<file path="src/rtl/reg_ctrl_pkg.sv">
// reg_ctrl_pkg: downstream register function-select codes and the word fetch FSM states
package reg_ctrl_pkg;
  localparam logic [2:0] FS_DEC   = 3'b000;
  localparam logic [2:0] FS_INC   = 3'b001;
  localparam logic [2:0] FS_LOAD  = 3'b010;
  localparam logic [2:0] FS_CLR   = 3'b011;
  localparam logic [2:0] FS_LOAD8 = 3'b100;
  localparam logic [2:0] FS_WRLO  = 3'b101;
  localparam logic [2:0] FS_WRHI  = 3'b110;
  localparam logic [2:0] FS_SIGN  = 3'b111;
  typedef enum logic [2:0] {IDLE, REQ_LO, WR_LO, REQ_HI, WR_HI, FIN} wfs_state_e;
  function automatic logic is_req(input wfs_state_e s);
    return s == REQ_LO || s == REQ_HI;
  endfunction
endpackage

</file>
<file path="src/rtl/ack_timer.sv">
// ack_timer: reloadable down-counter flagging a memory acknowledge wait that ran out
module ack_timer #(
  parameter int TIMEOUT = 15
) (
  input  logic clk_i,
  input  logic rst_i,
  input  logic load_i,
  input  logic en_i,
  output logic expired_o
);
  localparam int CW = $clog2(TIMEOUT + 1);
  logic [CW-1:0] cnt_q, cnt_d;
  // loaded with TIMEOUT-1 so the count reaches zero in the TIMEOUT-th waiting cycle
  always_comb cnt_d = load_i ? CW'(TIMEOUT - 1) : (en_i && cnt_q != '0) ? cnt_q - 1'b1 : cnt_q;
  always_ff @(posedge clk_i or posedge rst_i)
    if (rst_i) cnt_q <= '0;
    else cnt_q <= cnt_d;
  assign expired_o = cnt_q == '0;
endmodule

</file>
<file path="src/rtl/word_fetch_sequencer.sv">
// word_fetch_sequencer: fetches a little-endian byte pair and writes it into a 16-bit register
// Optional macro WFS_TIMEOUT_EN adds an acknowledge timeout that ends the fetch with Err.
module word_fetch_sequencer
  import reg_ctrl_pkg::*;
#(
  parameter int ADDR_W  = 16,
  parameter int TIMEOUT = 15
) (
  input  logic              Clock,
  input  logic              Reset,
  input  logic              Start,
  input  logic [ADDR_W-1:0] Addr,
  output logic              MemReq,
  output logic [ADDR_W-1:0] MemAddr,
  input  logic              MemAck,
  input  logic [7:0]        MemData,
  output logic [15:0]       RegI,
  output logic              RegE,
  output logic [2:0]        RegFunSel,
  output logic              Busy,
  output logic              Done,
  output logic              Err
);
  wfs_state_e state_q, state_d;
  logic [ADDR_W-1:0] base_q;
  logic [7:0] byte_q;
  logic expired, to_hit;
  assign to_hit = is_req(state_q) && !MemAck && expired;
`ifdef WFS_TIMEOUT_EN
  logic to_q;
  ack_timer #(.TIMEOUT(TIMEOUT)) u_timer (
    .clk_i    (Clock),
    .rst_i    (Reset),
    .load_i   (is_req(state_d) && state_d != state_q),
    .en_i     (is_req(state_q)),
    .expired_o(expired)
  );
  // FIN is reached either from WR_HI or from a timeout, so the previous cycle's hit marks Err
  always_ff @(posedge Clock or posedge Reset)
    if (Reset) to_q <= 1'b0;
    else to_q <= to_hit;
  assign Err = Done && to_q;
`else
  assign expired = 1'b0;
  assign Err = 1'b0;
`endif
  always_ff @(posedge Clock or posedge Reset)
    if (Reset) state_q <= IDLE;
    else state_q <= state_d;
  always_ff @(posedge Clock or posedge Reset)
    if (Reset) begin
      base_q <= '0;
      byte_q <= '0;
    end else begin
      base_q <= (state_q == IDLE && Start) ? Addr : base_q;
      byte_q <= (is_req(state_q) && MemAck) ? MemData : byte_q;
    end
  always_comb
    state_d = state_q == IDLE   ? (Start ? REQ_LO : IDLE) :
              state_q == REQ_LO ? (MemAck ? WR_LO : to_hit ? FIN : REQ_LO) :
              state_q == WR_LO  ? REQ_HI :
              state_q == REQ_HI ? (MemAck ? WR_HI : to_hit ? FIN : REQ_HI) :
              state_q == WR_HI  ? FIN : IDLE;
  always_comb begin
    MemReq    = is_req(state_q);
    MemAddr   = state_q == REQ_LO ? base_q : state_q == REQ_HI ? base_q + ADDR_W'(1) : '0;
    RegE      = state_q == WR_LO || state_q == WR_HI;
    RegFunSel = state_q == WR_LO ? FS_WRLO : state_q == WR_HI ? FS_WRHI : FS_DEC;
    RegI      = RegE ? {8'h00, byte_q} : 16'h0000;
    Busy      = state_q != IDLE;
    Done      = state_q == FIN;
  end
endmodule

</file>
<file path="config.mk">
export PLATFORM = sky130hd
export DESIGN_NAME = word_fetch_sequencer
export DESIGN_NICKNAME = d
export VERILOG_FILES = /design/src/rtl/reg_ctrl_pkg.sv /design/src/rtl/ack_timer.sv /design/src/rtl/word_fetch_sequencer.sv
export SDC_FILE = /design/constraint.sdc
export NUM_CORES = 1
export LEC_CHECK = 0
export CELL_PAD_IN_SITES_DETAIL_PLACEMENT = 1
export CELL_PAD_IN_SITES_GLOBAL_PLACEMENT = 1
export CORE_UTILIZATION = 29
export CTS_CLUSTER_DIAMETER = 120
export DETAILED_ROUTE_END_ITERATION = 16
export GPL_ROUTABILITY_DRIVEN = 1
export PLACE_DENSITY_LB_ADDON = 0.3
export SKIP_CTS_REPAIR_TIMING = 1
export SLEW_MARGIN = 10
export SYNTH_ARGS = -nofsm -noshare
export SYNTH_HDL_FRONTEND = slang
export SYNTH_SLANG_ARGS = --single-unit
</file>
<file path="constraint.sdc">
create_clock -name Clock -period 1.5 [get_ports Clock]
set_input_delay 0.225 -clock Clock [delete_from_list [all_inputs] [get_ports Clock]]
set_output_delay 0.225 -clock Clock [all_outputs]
set_load 0.01 [all_outputs]
</file>
==> results of run 1 <==
[cell type report]
class | count | share of cell area, %
clock buffer | 3 | 1.503
clock inverter | 1 | 0.1821
inverter | 5 | 0.7741
multi-input combinational | 117 | 36.34
sequential | 27 | 24.59
tap | 72 | 3.279
timing repair buffer | 107 | 33.33
[flip-flops by register name, summed over array words and instances, names as in the netlist]
| name | flops |
|---|---|
| state_q | 3 |
| base_q | 16 |
| byte_q | 8 |
[worst max path at each step]
stage	from	end	slack (ns)	cells after the start
CTS	base_q[6]$_DFFE_PP0P_	MemAddr[12]	-0.93	5
floorplan	state_q[0]$_DFF_PP0_	base_q[10]$_DFFE_PP0P_	-0.12	5
detailed placement	base_q[6]$_DFFE_PP0P_	MemAddr[12]	-0.62	5
finish	state_q[1]$_DFF_PP0_	MemAddr[14]	-0.59	6
global placement	base_q[6]$_DFFE_PP0P_	MemAddr[12]	-0.57	5
global route	state_q[1]$_DFF_PP0_	MemAddr[14]	-0.65	6
[metal layers]
layer  vias up  global-route usage (%)
met5         -                       0
met4         0                   1.321
met3         9                   5.176
met2        53                   28.23
met1       726                   16.80
li1        723                       -
[cells in the mapped netlist]
library cell and n:
a21oi_2 1, buf_1 1, buf_8 1, mux2_2 24
nor2_1 15, and4_1 5, buf_4 11, dfrtp_1 27
xor2_1 8, or3_1 5, and2_1 9, a31o_2 1
o22ai_1 1, nand4_1 3, inv_1 5, nor3_1 1
nand2b_1 2, mux2i_1 1, o21ai_0 4, nand3_2 1
ha_1 1, a21oi_1 6, or3_4 1, clkbuf_2 1
conb_1 1, buf_2 1, nand2_2 1, nor2_8 1
nand3_1 4, nand2_1 7, buf_6 2, nand4_4 1
and3_1 2, xnor2_1 3
[worst reg2reg max path, cell delays in order (launching register included)]
cell,delay (ns)
dfrtp_1,0.44
buf_4,0.16
buf_4,0.14
or3_4,0.37
nor2_8,0.13
buf_12,0.14
mux2_2,0.34
[power by group through the flow]
| stage | sequential (mW) | combinational [mW] | clock, mW |
|---|---|---|---|
| after floorplan | 1.35 | 1.74 | 0 |
| after global placement | 1.35 | 3.49 | 0 |
| after detailed placement | 1.38 | 3.55 | 0 |
| after CTS | 1.37 | 3.56 | 0.452 |
| after global routing | 1.44 | 4.32 | 0.485 |
| final | 1.39 | 3.99 | 0.429 |
[metrics by stage]
stage | cells | hold slack [ns] | power, mW | worst slack (ns)
after CTS | 320 | 0.3118 | 5.383 | -0.9350
after floorplan | 166 | 0.2777 | 3.084 | -0.1241
after global routing | 332 | 0.3652 | 6.244 | -0.6548
after global placement | 316 | 0.4790 | 4.837 | -0.5712
after detailed placement | 316 | 0.4853 | 4.924 | -0.6185
final | 332 | 0.3057 | 5.813 | -0.5862
[logic make-up after synthesis]
family                     Yosys count
AOI/OAI and AO/OA                   13
adders and majority gates            1
muxes                               25
other                                1
and+or+nand+nor                     58
buffers and inverters               22
DFF                                 27
xor gates and xnor gates            11
==> impl_results.md, run 1 <==
* Clock Latency Late Sink at 0.28 ns
* Yosys warnings at 0
* Height of the die at 77.35 µm
* Post-synthesis simple-gate area fraction at 21.35%
* Die X-Extent at 77.35 µm
* FF-to-FF End: base_q[9]$_DFFE_PP0P_
* CTS max path bufs at 2
* Top Ports at 68
* Post-Synthesis Cells at 158
* Largest family of logic cells by synthesized area: simple AND/OR/NAND/NOR gates
* Max Freq at 0.4793 GHz
* Sequential power share at 24.0%
* Leak at 1.281 nW
* Synthesized cell area at 0.001647 mm²
* Fin area at 0.002748 mm²
* Post-DR vias/cell at 4.551
* Largest net degree at the start of global routing at 28
* Sw Share at 38.87%
* Worst R2R Setup Slack at -0.34 ns
* Pre-Repair DR Iteration Count at 4
* Critical Path Max Stage Delay at 0.43 ns
* Post-synthesis mux area share at 17.02%
* Clk Tree Root Cell: clkbuf_8
* Area of the multi-input gates at 998.5 µm²
* Failing checks: setup timing
* Setup TNS at -15.80 ns
* Ranking of synthesized cells by area: dfrtp_1, mux2_2, buf_4, xor2_1, and2_1
* Highest routed layer: met4
* Row count at 27
* Period Utilization, post-route at 139.1%
* Max Slew Vio Count at 0
* Finished Core Util at 50.21%
* N_diodes at 0
* Vias in the first global route at 1589
* Reg-to-Reg Start: state_q[1]$_DFF_PP0_
* RSZ-0062 raised after global routing: yes
* Clock share of power at 7.4%
* Startpoint types: register
* Commonest cells after routing, fill and taps aside: buf_4, dfrtp_1, clkdlybuf4s50_1
* Metal-1 WL at 1.800 mm
* Crit Path Max Fanout at 4
* Min cycle time layout at 2.086 ns
* Routed wire length per instance at 14.22 µm
* Seq. cell area at 675.6 µm²
* Worst path required time at 1.27 ns
* Clock skew at 0.004460 ns
* Crit-path cells: buf_6, and4_4, nand4_4, or3_1, a21oi_2, buf_2
* Cell count of the worst reg-to-reg path at 6
* Synth Area in Compound Gates at 4.483%
* VDD IR max at 0.8921 mV
* Crit end category: output pin
* Buffers plus inverters on the worst setup path at 2
* Port Buffers at 58
* Routed vias at 1511
* Post-DRT Antenna Nets at 0
* FILL cells at 628
* Synth Area in XOR/XNOR at 5.851%
* Max Cap Viol at 0
* Internal at 3.553 mW
* GRT Overall Usage at 15.04%
* CTS Buf Count at 3
* Initial antenna violation count at 0
* Synth Register Bits at 27
* Die area at 0.005983 mm²
* Critical path class: register to output pin
* Worst hold path class: input pin to asynchronous set/reset pin
* Initial core utilization at 30.09%
* Pwr dens at 2115 mW/mm²
* Cell family with most CP delay: simple AND/OR/NAND/NOR gates
* Routability congestion estimate at 0.7395
* Area Overhead vs Synth at 66.87%
* Total Wirelength at 4.722 mm
* Detailed placer's ending HPWL at 3.335 mm
* Most common cell after layout, fill and taps aside: buf_4
* Post-DP Area at 0.002534 mm²
* Met3 WL at 338 µm
* First-pass GRT wire length at 7.238 mm
* Top cell type's share of synthesized area at 41.03%
* H-tree Lvls at 1
* WP data arrival at 1.86 ns
* Switching Power at 2.260 mW
* Power share of the combinational group at 68.7%
* Final WS setup at -0.5862 ns
* Clk sinks at 27
* DRT iter0 DRCs at 41
* Outcome: finished with violations
* Final net count at 290
* Clk slew on worst S/H paths at 0.10 ns
* Grt ovf at 0
* Core Footprint at 0.005473 mm²
* Syn Area/Cell at 10.42 µm²
* Slowest-stage cell, CP: dfrtp_1
* Setup-failing EPs final at 47
* Post-Synth Adder-Cell Area at 0.7599%
* CTS tree: done
* Share of layout cells above drive strength 1 at 55.00%
* Cell variety after synth at 34
* Largest area contributor in the synthesized netlist: dfrtp_1
* DRC viols at 0
* Post-synthesis sequential area ratio at 41.03%
* Met2 routed WL at 2.534 mm
* Final hold violation count at 0
Note: power is estimated with default switching activity, not from simulation.
==> run 2, diff against run 1 <==
Settings changed: CTS_CLUSTER_SIZE from default to 8.
==> results of run 2 <==
No change in the layout: final DEF, timing and power equal those of run 1.
==> run 3, diff against run 2 <==
Settings changed: CORE_UTILIZATION 29 to 42, DONT_BUFFER_PORTS from default to 1.
==> run 3 against run 2 <==
  * The flow still finishes with violations (setup timing)
  * Combinational power is 6.3% higher
  * Cell area is 11% lower
  * Maximum frequency is 7.4% higher
  * Clock-buffer cell count is 1 higher
  * Via count is 8.7% lower
  * Global-route usage is 4.7 points higher
  * Core utilization is 16 points higher
  * Setup slack better by 0.14 ns
  * Hold slack worse by 0.22 ns
  * Largest power group unchanged
  * Highest routed layer unchanged
==> impl_results.md, run 3 (synthesis gave the netlist of run 1 again) <==
* Leak at 1.068 nW (-17%)
* Met3 GRT Util at 3.697% (-1.5 points)
* Crit end category: output pin
* GRT Overall Usage at 19.69% (+4.7 points)
* Min cycle time layout at 1.943 ns (-0.1433 ns)
* Clk sinks at 27 (unchanged)
* Period Utilization, post-route at 129.5% (-9.6 points)
* Clock skew at 0.01048 ns (+0.006017 ns)
* Row count at 22 (-19%)
* Crit Path Max Fanout at 4 (unchanged)
* RSZ-0062 raised after global routing: yes
* Setup-failing EPs final at 48 (+2.1%)
* FILL cells at 388 (-38%)
* Max Slew Vio Count at 0 (unchanged)
* DRC viols at 0 (unchanged)
* Initial antenna violation count at 0 (unchanged)
* Port Buffers at 0 (-100%)
* Routability congestion estimate at 0.7399 (about the same)
* Area of the multi-input gates at 0.001141 mm² (+14%)
* Total Wirelength at 5.676 mm (+20%)
* CTS max path bufs at 2 (unchanged)
* Layout Cells excl Fill at 252 (-24%)
* Vias in the first global route at 1294 (-19%)
* Die X-Extent at 64.62 µm (-16%)
* Commonest cells after routing, fill and taps aside: buf_4, dfrtp_1, mux2_4, buf_6, conb_1
* VDD IR max at 1.369 mV (+53%)
* Largest net degree at the start of global routing at 28 (unchanged)
* Area Overhead vs Synth at 48.86%
* Number of flip-flops in the largest register at 16 (unchanged)
* Most crowded layer after global routing: met2
* Clk slew on worst S/H paths at 0.10 ns (about the same)
* Met2 GRT Util at 36.45% (+8.2 points)
* Routed vias at 1379 (-8.7%)
* Final WS setup at -0.4428 ns (+0.1433 ns)
* Startpoint types: register
* Clock Latency Late Sink at 0.28 ns (about the same)
* Critical path class: register to output pin
* Outcome: finished with violations
* Max Cap Viol at 0 (unchanged)
* Post-DR vias/cell at 5.472 (+20%)
* Largest register by flop count: base_q
* Final net count at 234 (-19%)
* Placed insts at 233 (-26%)
* Worst hold path class: input pin to register
* Share of layout cells above drive strength 1 at 61.27% (+6.3 points)
* H-tree Lvls at 1 (unchanged)
* Pwr dens at 2501 mW/mm² (+18%)
* Post-DRT Antenna Nets at 0 (unchanged)
* Seq. cell area at 678.2 µm² (+0.37%)
* Grt ovf at 0 (unchanged)
* Height of the die at 64.62 µm (-16%)
* CTS Buf Count at 3 (unchanged)
* Core Footprint at 0.003716 mm² (-32%)
* Top Registers: base_q x16, byte_q x8, state_q x3
* Most common cell after layout, fill and taps aside: buf_4
* Pre-Repair DR Iteration Count at 4 (unchanged)
* Failing checks: setup timing
* Clk Tree Root Cell: clkbuf_8
* N_diodes at 0 (unchanged)
* First-pass GRT wire length at 6.285 mm (-13%)
* Max Freq at 0.5147 GHz (+7.4%)
* DRT iter0 DRCs at 69 (+68%)
* Top Ports at 68 (unchanged)
* Setup WS pre-CTS at -0.1601 ns (+0.4584 ns)
* Total Power at 6.131 mW (+5.5%)
* Final hold violation count at 0 (unchanged)
* Die area at 0.004175 mm² (-30%)
* Worst path required time at 1.27 ns (about the same)
* Routed wire length per instance at 22.52 µm (+58%)
* WP data arrival at 1.72 ns (-0.14 ns)
* Detailed placer's ending HPWL at 3.062 mm (-8.2%)
* CTS tree: done
* Met1 Track Usage GR at 22.75% (+6.0 points)
* Initial core utilization at 44.31% (+14 points)
## run 3: worst max-delay path, cell delays in order (launching register included)
cell	delay [ns]
dfrtp_1	0.47
ha_4	0.17
and3_4	0.19
buf_6	0.11
nand4_1	0.16
xor2_1	0.19
nor2_2	0.14
## run 3: where the power goes
| group | total (mW) | internal [mW] | switching [mW] | leakage, nW |
|---|---|---|---|---|
| sequential | 1.45 | 1.11 | 0.341 | 0.318 |
| combinational | 4.24 | 2.25 | 1.99 | 0.727 |
| clock | 0.440 | 0.191 | 0.249 | 0.0228 |
## run 3: final timing paths
| kind | slack [ns] | to | depth (start not counted) | start |
|---|---|---|---|---|
| hold reg to reg | 0.52 | byte_q[7]$_DFFE_PP0P_ | 1 | byte_q[7]$_DFFE_PP0P_ |
| setup / recovery | -0.44 | MemAddr[6] | 6 | base_q[0]$_DFFE_PP0P_ |
| hold / removal | 0.08 | byte_q[7]$_DFFE_PP0P_ | 1 | MemData[7] |
| min in group asynchronous | 0.44 | state_q[2]$_DFF_PP0_ | 3 | Reset |
| setup reg to reg | -0.31 | base_q[10]$_DFFE_PP0P_ | 5 | state_q[2]$_DFF_PP0_ |
| max in group asynchronous | 0.78 | base_q[1]$_DFFE_PP0P_ | 3 | Reset |
## run 3: area by class of cell
type                            count  share of cell area [%]
Tap cell                           48                   2.450
Multi-Input combinational cell    118                   46.55
Clock buffer                        4                   1.838
Timing Repair Buffer               50                   20.62
Sequential cell                    27                   27.67
Inverter                            5                  0.8678
## run 3: metal layers
layer  wire length (µm)  vias to the layer above
li1                   -                      617
met1               2197                      697
met2               3105                       55
met3                273                       10
met4                100                        0
met5                  0                        -
## run 3: stage by stage
step	utilization (%)	cell area (µm²)	TNS (ns)	hold slack [ns]
after floorplan	-	1698	-1.400	0.2777
after global placement	50.88	1891	-2.058	0.1981
after detailed placement	50.88	1891	-3.869	0.2042
after CTS	52.09	1936	-12.12	-0.09526
after global routing	65.96	2451	-14.51	0.07251
final	65.96	2451	-13.13	0.08314
==> variant: new RTL, config.mk and constraints of run 3 <==
Re-encode `wfs_state_e` (6 states) as one-hot, 6 bits wide.
--- a/src/rtl/reg_ctrl_pkg.sv
+++ b/src/rtl/reg_ctrl_pkg.sv
@@ -9,5 +9,5 @@
   localparam logic [2:0] FS_WRHI  = 3'b110;
   localparam logic [2:0] FS_SIGN  = 3'b111;
-  typedef enum logic [2:0] {IDLE, REQ_LO, WR_LO, REQ_HI, WR_HI, FIN} wfs_state_e;
+  typedef enum logic [5:0] {IDLE = 6'b000001, REQ_LO = 6'b000010, WR_LO = 6'b000100, REQ_HI = 6'b001000, WR_HI = 6'b010000, FIN = 6'b100000} wfs_state_e;
   function automatic logic is_req(input wfs_state_e s);
     return s == REQ_LO || s == REQ_HI;
Check against the original RTL: same outputs for any inputs over 10 cycles, from zero or initial values and one cycle with Reset high; not proved beyond that.
==> variant against run 3 <==
The flow still finishes with violations (negative setup slack). Routed wire length rose by 14%. Cell area grew 12%. Final cell count is 12% higher. Sequential cell count rose by 3. Setup slack lost 0.36 ns. Power decreased by 16%. Largest power group unchanged. Die area increased by 9.9%. Via count increased by 19%. Area after synthesis increased by 10%.
==> variant: results (changes against run 3) <==
| Metric | Value |
|---|---|
| Total leakage power | 1.150 nW (was 1.068 nW) |
| Clk_skew | 0.005475 ns (was 0.01048 ns) |
| First-pass GRT wire length | 7.562 mm (was 6.285 mm) |
| Fin nets | 260 (was 234) |
| Switching Share | 40.14% (was 42.08%) |
| Adder-Cell Fraction of Synth Area | 1.378% (was 0.7599%) |
| Max FO, Critical Path | 6 (was 4) |
| Clock-cell share | 3.953% (was 1.838%) |
| Final cell count without fillers | 281 (was 252) |
| Gr usage total | 22.87% (was 19.69%) |
| Drt via density | 5.836 (was 5.472) |
| Final setup viols | 60 (was 48) |
| P_clk | 0.807 mW (was 0.440 mW) |
| FF-to-FF Start | state_q[4] (was state_q[2]) |
| Cells taking the most area after synthesis | dfrtp_1 (40%), mux2_2 (9.9%), mux2_4 (6.6%), o21ai_0 (3.9%), or3_1 (3.8%) (was dfrtp_1 (41%), mux2_2 (16%), buf_4 (5.0%), xor2_1 (4.3%), and2_1 (3.4%)) |
| H-tree depth | 2 (was 1) |
| 1st-iter DRT viols | 64 (was 69) |
| Bufs w/o clock | 57 (was 50) |
| Multi-input logic area | 0.001292 mm2 (was 0.001141 mm2) |
| Multi-input gate count | 131 (was 118) |
| Synth top cells by count | dfrtp_1 (29), mux2_2 (16), o21ai_0 (14) (was dfrtp_1 (27), mux2_2 (24), nor2_1 (15)) |
| Synth Area in XOR/XNOR | 1.447% (was 5.851%) |
| Vias in the first global route | 1516 (was 1294) |
| CTS buffer count | 5 (was 3) |
| Seq_cells | 30 (was 27) |
| Worst Reg-to-Reg Cells | 6 (was 5) |
| Failing checks | negative setup slack (unchanged) |
| Layout cells sized above 1 | 58.87% (was 61.27%) |
| Setup TNS | -28.12 ns (was -13.13 ns) |
| Sequential fraction of the synthesis area | 41.42% (was 41.03%) |
| Fraction of area in multi-input gates | 46.93% (was 46.55%) |
| Status | finished, violations left (unchanged) |
| Distinct cells, synth | 40 (was 34) |
| Compound-cell area share of the yosys netlist | 11.51% (was 4.483%) |
| Setup ws final | -0.7991 ns (was -0.4428 ns) |
| Pin count of the biggest net entering global routing | 31 (was 28) |
| Seq area share | 27.31% (was 27.67%) |
==> variant: cell count changes in the layout (fill, tap and decap cells not counted), moves of 4 or more <==
cell	before	now
mux2_4	16	8
nor2_2	6	0
o21ai_1	0	5
mux2_2	8	16
nor2_1	7	1
buf_4	28	43
buf_6	16	9
or3_1	2	9
dfrtp_1	25	29
a21oi_2	1	5
xor2_1	8	1
==> variant: worst min path at each step <==
stage | start | endpoint | slack (ns) | cells past startpoint
final | MemAck | state_q[1] | 0.03 | 1
after global routing | MemAck | state_q[1] | 0.02 | 1
after CTS | Reset | base_q[6] | -0.09 | 2
after detailed placement | Reset | base_q[6] | 0.23 | 2
after global placement | Reset | byte_q[0] | 0.20 | 2
after floorplan | Reset | base_q[0] | 0.32 | 1
==> variant: per-layer routing <==
layer / track usage, % / share of wire [%] / vias to the layer above
met2: 40.97 / 53 / 65
met1: 26.09 / 39 / 830
met5: 0 / 0 / -
li1: - / - / 729
met4: 6.915 / 2.7 / 0
met3: 6.250 / 5.4 / 16
